File: config.mk
export PLATFORM = sky130hd
export DESIGN_NAME = show_program_builder_flat
export DESIGN_NICKNAME = d
export VERILOG_FILES = /design/src/rtl/halloween_pkg.sv /design/src/rtl/show_program_builder_if.sv /design/src/rtl/halloween_op_check.sv /design/src/rtl/show_program_builder.sv /design/src/flat_wrapper.sv
export SDC_FILE = /design/constraint.sdc
export NUM_CORES = 1
export LEC_CHECK = 0
export CAP_MARGIN = 20
export CORE_MARGIN = 3
export CORE_UTILIZATION = 56
export DETAILED_ROUTE_END_ITERATION = 10
export PLACE_DENSITY = 0.83
export RECOVER_POWER = 25
export SETUP_SLACK_MARGIN = 0.02
export SLEW_MARGIN = 10
export SYNTH_ARGS = -nofsm -noshare
export SYNTH_HDL_FRONTEND = slang
export SYNTH_SLANG_ARGS = --single-unit
File: constraint.sdc
create_clock -name clk -period 4.6 [get_ports clk]
set_input_delay 0.92 -clock clk [delete_from_list [all_inputs] [get_ports clk]]
set_output_delay 0.92 -clock clk [all_outputs]
set_load 0.01 [all_outputs]
File: src/rtl/halloween_pkg.sv
// Shared opcode set, builder state encoding and legality check for the
// Halloween decoration player.
package halloween_pkg;

  localparam logic [3:0] OP_ON        = 4'b0000;
  localparam logic [3:0] OP_NOP       = 4'b0001;
  localparam logic [3:0] OP_GREEN     = 4'b0100;
  localparam logic [3:0] OP_PURPLE    = 4'b0101;
  localparam logic [3:0] OP_ORANGE    = 4'b0110;
  localparam logic [3:0] OP_SCREAMING = 4'b1000;
  localparam logic [3:0] OP_CACKLING  = 4'b1001;
  localparam logic [3:0] OP_BOO       = 4'b1010;
  localparam logic [3:0] OP_WAVEHANDS = 4'b1100;
  localparam logic [3:0] OP_MOVEJAW   = 4'b1101;
  localparam logic [3:0] OP_FOG       = 4'b1110;

  typedef enum logic [1:0] {
    FILL,
    SEND,
    HOLD
  } state_t;

  function automatic logic op_is_legal(input logic [3:0] op);
    logic legal;
    case (op)
      OP_ON, OP_NOP, OP_GREEN, OP_PURPLE, OP_ORANGE,
      OP_SCREAMING, OP_CACKLING, OP_BOO,
      OP_WAVEHANDS, OP_MOVEJAW, OP_FOG: legal = 1'b1;
      default:                          legal = 1'b0;
    endcase
    return legal;
  endfunction

endpackage

File: src/rtl/show_program_builder_if.sv
// Command intake and program handoff signals of the show program builder.
interface show_program_builder_if;

  logic        cmd_valid;
  logic        cmd_ready;
  logic [3:0]  cmd_op;
  logic        commit;
  logic        prog_valid;
  logic        prog_ready;
  logic [15:0] prog_data;
  logic [2:0]  prog_count;
  logic        err_illegal;
  logic        busy;

  modport master (
    output cmd_valid, cmd_op, commit, prog_ready,
    input  cmd_ready, prog_valid, prog_data, prog_count, err_illegal, busy
  );

  modport slave (
    input  cmd_valid, cmd_op, commit, prog_ready,
    output cmd_ready, prog_valid, prog_data, prog_count, err_illegal, busy
  );

endinterface

File: src/rtl/halloween_op_check.sv
// Rejects illegal opcodes, and ON in slot 0 (all-zero channel 0 would hold
// the player in reset).
module halloween_op_check
  import halloween_pkg::*;
(
  input  logic [3:0] cmd_op,
  input  logic       slot0,
  output logic       reject
);

  always_comb begin
    reject = !op_is_legal(cmd_op) || (slot0 && (cmd_op == OP_ON));
  end

endmodule

File: src/rtl/show_program_builder.sv
// Packs decoration commands into a 4-slot program word, hands it to the
// player and dwells on it for HOLD_CYCLES before accepting more commands.
module show_program_builder
  import halloween_pkg::*;
#(
  parameter int unsigned HOLD_CYCLES = 4
) (
  input  logic                  clk,
  input  logic                  rst_n,
  show_program_builder_if.slave bus
);

  localparam int unsigned CW = (HOLD_CYCLES == 0) ? 1 : $clog2(HOLD_CYCLES + 1);
  localparam logic [CW-1:0] HOLD_LOAD = (HOLD_CYCLES == 0) ? '0 : CW'(HOLD_CYCLES - 1);

  state_t          state;
  state_t          state_nxt;
  logic [1:0]      wr_ptr;
  logic [3:0][3:0] slots;
  logic [3:0][3:0] slots_nxt;
  logic [CW-1:0]   hold_cnt;
  logic            reject;
  logic            accept;
  logic            store;
  logic            go_send;
  logic [2:0]      fill_cnt;

  halloween_op_check u_op_check (
    .cmd_op (bus.cmd_op),
    .slot0  (wr_ptr == 2'd0),
    .reject (reject)
  );

  // Staging view after this cycle's command: stored first, then committed.
  always_comb begin
    accept    = (state == FILL) && bus.cmd_valid;
    store     = accept && !reject;
    fill_cnt  = {1'b0, wr_ptr} + {2'b00, store};
    slots_nxt = slots;
    if (store) slots_nxt[wr_ptr] = bus.cmd_op;
    go_send   = (state == FILL) &&
                ((store && (wr_ptr == 2'd3)) || (bus.commit && (fill_cnt != 3'd0)));
  end

  always_comb begin
    state_nxt = state;
    unique case (state)
      FILL:    if (go_send) state_nxt = SEND;
      SEND:    if (bus.prog_ready) state_nxt = (HOLD_CYCLES == 0) ? FILL : HOLD;
      HOLD:    if (hold_cnt == '0) state_nxt = FILL;
      default: state_nxt = FILL;
    endcase
  end

  always_ff @(posedge clk or negedge rst_n) begin
    if (!rst_n) state <= FILL;
    else        state <= state_nxt;
  end

  always_ff @(posedge clk or negedge rst_n) begin
    if (!rst_n) begin
      wr_ptr          <= 2'd0;
      slots           <= {4{OP_NOP}};
      bus.prog_data   <= {4{OP_NOP}};
      bus.prog_count  <= 3'd0;
      bus.err_illegal <= 1'b0;
      hold_cnt        <= '0;
    end else begin
      bus.err_illegal <= accept && reject;
      if (go_send) begin
        bus.prog_data  <= slots_nxt;
        bus.prog_count <= fill_cnt;
        slots          <= {4{OP_NOP}};
        wr_ptr         <= 2'd0;
      end else if (store) begin
        slots  <= slots_nxt;
        wr_ptr <= wr_ptr + 2'd1;
      end
      if ((state == SEND) && bus.prog_ready)
        hold_cnt <= HOLD_LOAD;
      else if ((state == HOLD) && (hold_cnt != '0))
        hold_cnt <= hold_cnt - CW'(1);
    end
  end

  assign bus.cmd_ready  = (state == FILL);
  assign bus.prog_valid = (state == SEND);
  assign bus.busy       = (state != FILL);

endmodule

File: src/flat_wrapper.sv
// flat-port wrapper written by rule: the top's interface ports become plain ports
module show_program_builder_flat import halloween_pkg::*;
#(
  parameter int unsigned HOLD_CYCLES = 4
)
  (clk, rst_n, bus_cmd_valid, bus_cmd_op, bus_commit, bus_prog_ready, bus_cmd_ready, bus_prog_valid, bus_prog_data, bus_prog_count, bus_err_illegal, bus_busy);
  show_program_builder_if bus_i ();
  input  logic clk;
  input  logic rst_n;
  input wire logic [$bits(bus_i.cmd_valid)-1:0] bus_cmd_valid;
  input wire logic [$bits(bus_i.cmd_op)-1:0] bus_cmd_op;
  input wire logic [$bits(bus_i.commit)-1:0] bus_commit;
  input wire logic [$bits(bus_i.prog_ready)-1:0] bus_prog_ready;
  output wire logic [$bits(bus_i.cmd_ready)-1:0] bus_cmd_ready;
  output wire logic [$bits(bus_i.prog_valid)-1:0] bus_prog_valid;
  output wire logic [$bits(bus_i.prog_data)-1:0] bus_prog_data;
  output wire logic [$bits(bus_i.prog_count)-1:0] bus_prog_count;
  output wire logic [$bits(bus_i.err_illegal)-1:0] bus_err_illegal;
  output wire logic [$bits(bus_i.busy)-1:0] bus_busy;
  assign bus_i.cmd_valid = bus_cmd_valid;
  assign bus_i.cmd_op = bus_cmd_op;
  assign bus_i.commit = bus_commit;
  assign bus_i.prog_ready = bus_prog_ready;
  assign bus_cmd_ready = bus_i.cmd_ready;
  assign bus_prog_valid = bus_i.prog_valid;
  assign bus_prog_data = bus_i.prog_data;
  assign bus_prog_count = bus_i.prog_count;
  assign bus_err_illegal = bus_i.err_illegal;
  assign bus_busy = bus_i.busy;
  show_program_builder #(.HOLD_CYCLES(HOLD_CYCLES)) u_core (.clk(clk), .rst_n(rst_n), .bus(bus_i));
endmodule
---- After elaboration in Yosys (flattened, before gate mapping) ----
Memory sizes are Yosys's and may differ from the RTL's.
Index checks and enable logic that the tools add are counted.
Widths: inputs -> output; s select.
storage, ports and cells
  bits in read-only memories .............. 16
  memories ................................ 1
  bits of input ports ..................... 9
  output and inout port bits .............. 23
  register bits ........................... 43
  logic and storage cells ................. 60
memories
  name             words  width  read ports  clocked after Yosys merged registers in  write ports  line                 RTL
  (no name shown)  16     1      1           0                                        0            halloween_pkg.sv:25  case (op)
cells by class
  $lt $le $gt $ge ......................... 2
  reduce and logical (&&, ||, !) cells .... 24
  mux-type cells .......................... 14
  eq/ne operators ......................... 6
  add/sub/neg operators ................... 3
operators by type and width
  cell                 number
  $mux 16              3
  $bwmux 16            1
  $logic_and 1x1->1    10
  $mux 2               5
  $demux 4 s2          1
  $mux 3               2
  $pmux 2 s3           1
  $reduce_bool 2->1    3
  $reduce_bool 3->1    2
  $eq 2x2->1 const B   2
  $logic_not 2->1      2
  $logic_not 4->1      1
  $mux 4               1
  $ne 2x1->1 const B   2
  $add 2x1->3          1
  $logic_not 3->1      1
  $lt 2x3->1 const B   1
  $reduce_and 3->1     1
  $sub 3x1->3 const B  1
  $add 2x1->2 const B  1
  $eq 2x1->1 const B   1
  $ge 2x1->1 const B   1
  $logic_not 1->1      2
  $logic_or 1x1->1     2
  $ne 2x2->1 const B   1

---- Logic depth before layout (Yosys ltp) ----
  depth in word-level cells ............... 12
  mapped depth ............................ 12

---- Hierarchy ----
A second synthesis with hierarchy kept.
unflattened totals
  cell total of the unflattened synthesis .. 170
  area, all modules ....................... 2088.3 um^2
by module, submodules not included
  module                cells an instance  area each (um^2)  instances
  show_program_builder  167                2069.5            1
  halloween_op_check    3                  18.8              1

---- Least setup slack after synthesis ----
No wires, ideal clock.
  path type ............................... input to register
  start ................................... input port bus_cmd_valid
  end ..................................... register u_core.bus.prog_data[10]
  required time ........................... 4.471 ns
  library setup time ...................... 0.129 ns
  stages on the path ...................... 10
  arrival ................................. 2.568 ns
  buffers on the path ..................... 2
  setup slack ............................. 1.903 ns
  cells stage by stage .................... inv_1 -> o32ai_4 -> nand2_1 -> nor2_1 -> ha_1 -> o21a_1 -> o21a_1 -> buf_6 -> buf_6 -> mux2i_1
between the ends
  word-level cells in the longest chain between the ends .. 7
  elaborated cells between the ends (all ways) .. 9
  those cells by class .................... add/sub (1); mux (1); reduce/logical (7)
ends and longest elaborated chain
  what                          line                           RTL
  start, declared               flat_wrapper.sv:10             input wire logic [$bits(bus_i.cmd_valid)-1:0] bus_cmd_valid;
  $logic_and 1x1->1             show_program_builder.sv:36     accept = (state == FILL) && bus.cmd_valid;
  $logic_and 1x1->1             show_program_builder.sv:37     store = accept && !reject;
  $add 2x1->3                   show_program_builder.sv:38     fill_cnt = {1'b0, wr_ptr} + {2'b00, store};
  named net u_core.fill_cnt[1]  show_program_builder.sv:26     logic [2:0] fill_cnt;
  $reduce_bool 3->1             show_program_builder.sv:42     ((store && (wr_ptr == 2'd3)) || (bus.commit && (fill_cnt != 3'd0)));
  $logic_and 1x1->1             show_program_builder.sv:42
  $logic_or 1x1->1              show_program_builder.sv:42
  $logic_and 1x1->1             show_program_builder.sv:41     go_send = (state == FILL) &&
  end signal, assigned          show_program_builder.sv:64     bus.prog_data <= {4{OP_NOP}};
  end signal, assigned          show_program_builder.sv:71     bus.prog_data <= slots_nxt;
  end, declared                 show_program_builder_if.sv:22  output cmd_ready, prog_valid, prog_data, prog_count, err_illegal, busy
The timed path passes the listed nets, and every way through them passes these cells.
A chain may end at the register's enable or synchronous reset.

---- Final worst setup path ----
  start ................................... input port bus_cmd_op[0]
  end ..................................... register u_core.bus.prog_data[2]
between the ends
  word-level cells in the longest chain between the ends .. 10
  elaborated cells between the ends (all ways) .. 14
  those cells by class .................... add/sub (1); mux (1); reduce/logical (11); memory (1)
ends and longest elaborated chain
  what                                                         line                        RTL
  start, declared                                              flat_wrapper.sv:11          input wire logic [$bits(bus_i.cmd_op)-1:0] bus_cmd_op;
  $mem_v2 16x1 / $logic_not 4->1 (equally long branches)       n/a
  $logic_not 1->1 / $logic_and 1x1->1 (equally long branches)  halloween_op_check.sv:12    reject = !op_is_legal(cmd_op) || (slot0 && (cmd_op == OP_ON));
  $logic_or 1x1->1 (*)                                         halloween_op_check.sv:12
  $logic_not 1->1 (*)                                          show_program_builder.sv:37
  $logic_and 1x1->1 (*)                                        show_program_builder.sv:37
  $add 2x1->3 (*)                                              show_program_builder.sv:38
  named net u_core.fill_cnt[2]                                 show_program_builder.sv:26
  $reduce_bool 3->1 (*)                                        show_program_builder.sv:42
  $logic_and 1x1->1 (*)                                        show_program_builder.sv:42
  $logic_or 1x1->1 (*)                                         show_program_builder.sv:42
  $logic_and 1x1->1 (*)                                        show_program_builder.sv:41
Mark *: on every way through the listed nets, which the timed path passes. The rest lies on a longest branch.

==> results by group <==
Status
  – Status: finished with violations
  – Failing checks: max-capacitance violations, max-slew violations

Synthesis
  – Synth top cells by count: 35 x dfrtp_1, 25 x mux2i_1, 21 x inv_1
  – Ys Warns: 0
  – Post-synth EDFFs: 0
  – Seq cells post-synth: 43
  – FFs w/ async S/R, synth: 100%
  – Synthesized area per cell: 11.9 sq um
  – Top cell type's share of synthesized area: 44.4%
  – Yosys top cell by area: dfrtp_1
  – Top post-synthesis cells by area: dfrtp_1 44%, mux2i_1 13%, dfstp_2 11%
  – Top FF cell, synth: dfrtp_1
  – Count leader, synth: dfrtp_1
  – Netlist cell types: 26
  – Syn nets: 182
  – Mapped Cells: 166
  – Synthesized cell area: 1970 sq um
  – Sequential fraction of the synthesis area: 55.0%

Worst setup path
  – Worst reg2reg setup slack: 1.54 ns
  – CP delay by family, top: buffers and inverters
  – CP arrival: 3.63 ns
  – Crit Path Class: in2reg
  – Crit-path max FO: 16
  – Data required time of the worst path: 4.87 ns
  – Critical path's slowest cell: clkdlybuf4s50_1
  – Worst path most repeated cell: o21a_1
  – Worst setup EP type: flip-flop
  – Crit-path cells: clkdlybuf4s50_1, nor2b_1, o32ai_4, nand2_1, nor2_1, ha_1, o21a_1, o21a_1, buf_4, mux2i_1
  – CP max stage delay: 0.59 ns
  – Crit start category: input port
  – Crit path buf inv count: 2

Placement
  – Pre-CTS WS: 0.826 ns
  – GPL Wtd Cong: 0.832
  – Area post-placement: 2310 sq um
  – # port buffers: 31
  – DP HPWL: 2640 microns

Job
  – Max Cap Violations: 1

Routing
  – DRT iter0 DRCs: 56
  – Via-to-Cell Ratio: 5.27
  – DR vias: 1,297
  – Remaining antenna violation count after routing: 0
  – Residual DRC: 0
  – DRT Wirelength: 3720 microns
  – DR WL/cell: 15.1 microns
  – Drt pass-1 iters: 4

GRT
  – First-pass GRT wire length: 6370 microns
  – Initial antenna violation count: 0
  – Residual overflow from global routing: 0
  – Pin count of the biggest net entering global routing: 44
  – Vias in the first global route: 1,361
  – Total track usage: 19.6%

CTS
  – Worst-skew pair later-pin latency: 0.35 ns
  – CTS tree: done
  – CTS max path bufs: 2
  – Post-CTS setup buffers: 0
  – Clk pin slew, worst setup/hold paths: 0.12 ns
  – Post-CTS Resized: 0
  – Root Buffer: clkbuf_4
  – Cts-stage hold buffer count: 0
  – H-tree levels: 2
  – CTS Buf Count: 5
  – CTS sink cnt: 43

STA
  – Max frequency: 297 MHz
  – Setup-failing EPs final: 0
  – Final Cycle Share: 73.1%
  – Final hold violations: 0
  – Total negative slack: 0 ns
  – Hold Slack: 0.475 ns
  – Worst setup margin: 1.24 ns
  – Max Transition Viols Final: 44
  – Max-slew headroom: -44.4%
  – Fin crit period: 3.36 ns
  – Setup Skew: 0.0122 ns
  – Slew @ Worst Pin: 2.17 ns
  – RSZ-0062 raised after global routing: false

Pwr
  – Overall Power: 1.55 mW
  – PD cells: 643 nW/um^2
  – Peak VDD IR: 405 uV
  – Leakage: 1.21 nW

Cells and area
  – Area delta synth->final: 22.1%
  – Final Cell Area: 2410 sq um
  – Diode count: 0
  – Nets: 217
  – Fraction of layout cells with a size suffix above 1: 15.8%

Floorplan
  – Io pins: 32
  – # rows: 20
  – Core area: 3200 sq um
  – Die ar.: 4270 sq um
  – Initial Util: 61.6%
  – Chip width: 65.4 microns
  – Die height: 65.4 microns

Hold path
  – Hold Path Class: reg2reg
-- metal layers --
metal | GRT usage [%] | vias to the layer above | share of wire, %
li1 | - | 615 | -
met1 | 23.6 | 646 | 43
met2 | 35.1 | 33 | 52
met3 | 4.96 | 3 | 4.1
met4 | 4.66 | 0 | 0.54
met5 | 0 | - | 0
-- worst register-to-register path, delay by kind of cell (launching register included) --
family | cells | cell delay (ns)
simple gates | 3 | 0.49
compound gates | 3 | 0.93
mux | 1 | 0.23
flops | 1 | 0.43
fa+ha+maj | 2 | 0.43
buf+inv | 2 | 0.49
-- kinds of logic after synthesis --
family                   share of synthesized area (%)
flip-flops                                        55.0
AND/OR/NAND/NOR                                   9.00
multiplexers                                      19.5
buffers and inverters                             6.15
AO/OA/AOI/OAI                                     5.45
adder cells (fa/ha/maj)                           4.44
XOR/XNOR                                         0.444
-- metrics by stage --
step	utilization, %	cells
2_1_floorplan	-	166
3_3_place_gp	72.0	238
3_5_place_dp	72.0	238
4_1_cts	75.3	246
5_1_grt	75.3	246
6_report	75.3	246
-- where the power goes --
group	internal (mW)	switching, mW	total (mW)
logic	0.326	0.317	0.643
clock network	0.169	0.124	0.293
registers	0.535	0.0794	0.614
-- area by class of cell --
class                           instances  area [sq um]
Sequential cell                        43          1090
Fill cell                             244           792
Multi-Input combinational cell         97           767
Timing Repair Buffer                   33           319
Inverter                               21          78.8
Clock inverter                          3          67.6
Tap cell                               44          55.1
Clock buffer                            5          37.5
-- path summary, 6_finish.rpt --
kind	startpoint	end	cells after the start
worst max-delay path	bus_cmd_op[0]	u_core.bus.prog_data[2]	10
worst min-delay path	u_core.bus.prog_data[4]	u_core.bus.prog_data[4]	2
worst max register to register	u_core.wr_ptr[0]	u_core.bus.prog_data[2]	11
worst min register to register	u_core.bus.prog_data[4]	u_core.bus.prog_data[4]	2
max in group asynchronous	rst_n	u_core.slots[2]	1
min in group asynchronous	rst_n	u_core.slots[5]	1
-- cells in the final DEF, fill, tap and decap left out, drive strengths merged, types with 3 or more instances in the layout --
master | synthesis | final
clkdlybuf4s50 | 0 | 30
mux2 | 12 | 12
dfrtp | 35 | 35
nor2 | 12 | 12
nand2 | 10 | 10
nand3 | 4 | 4
ha | 7 | 7
nand2b | 3 | 3
and2 | 5 | 5
o21ai | 6 | 6
inv | 21 | 21
dfstp | 8 | 8
clkbuf | 1 | 6
mux2i | 25 | 25
-- registers in the layout (all words and copies together), names as in the netlist --
name                    flops
u_core.bus.prog_count       3
u_core.hold_cnt             3
u_core.state                2
u_core.wr_ptr               2
u_core.bus.err_illegal      1
u_core.slots               16
u_core.bus.prog_data       16
Note: power is estimated with default switching activity, not from simulation.
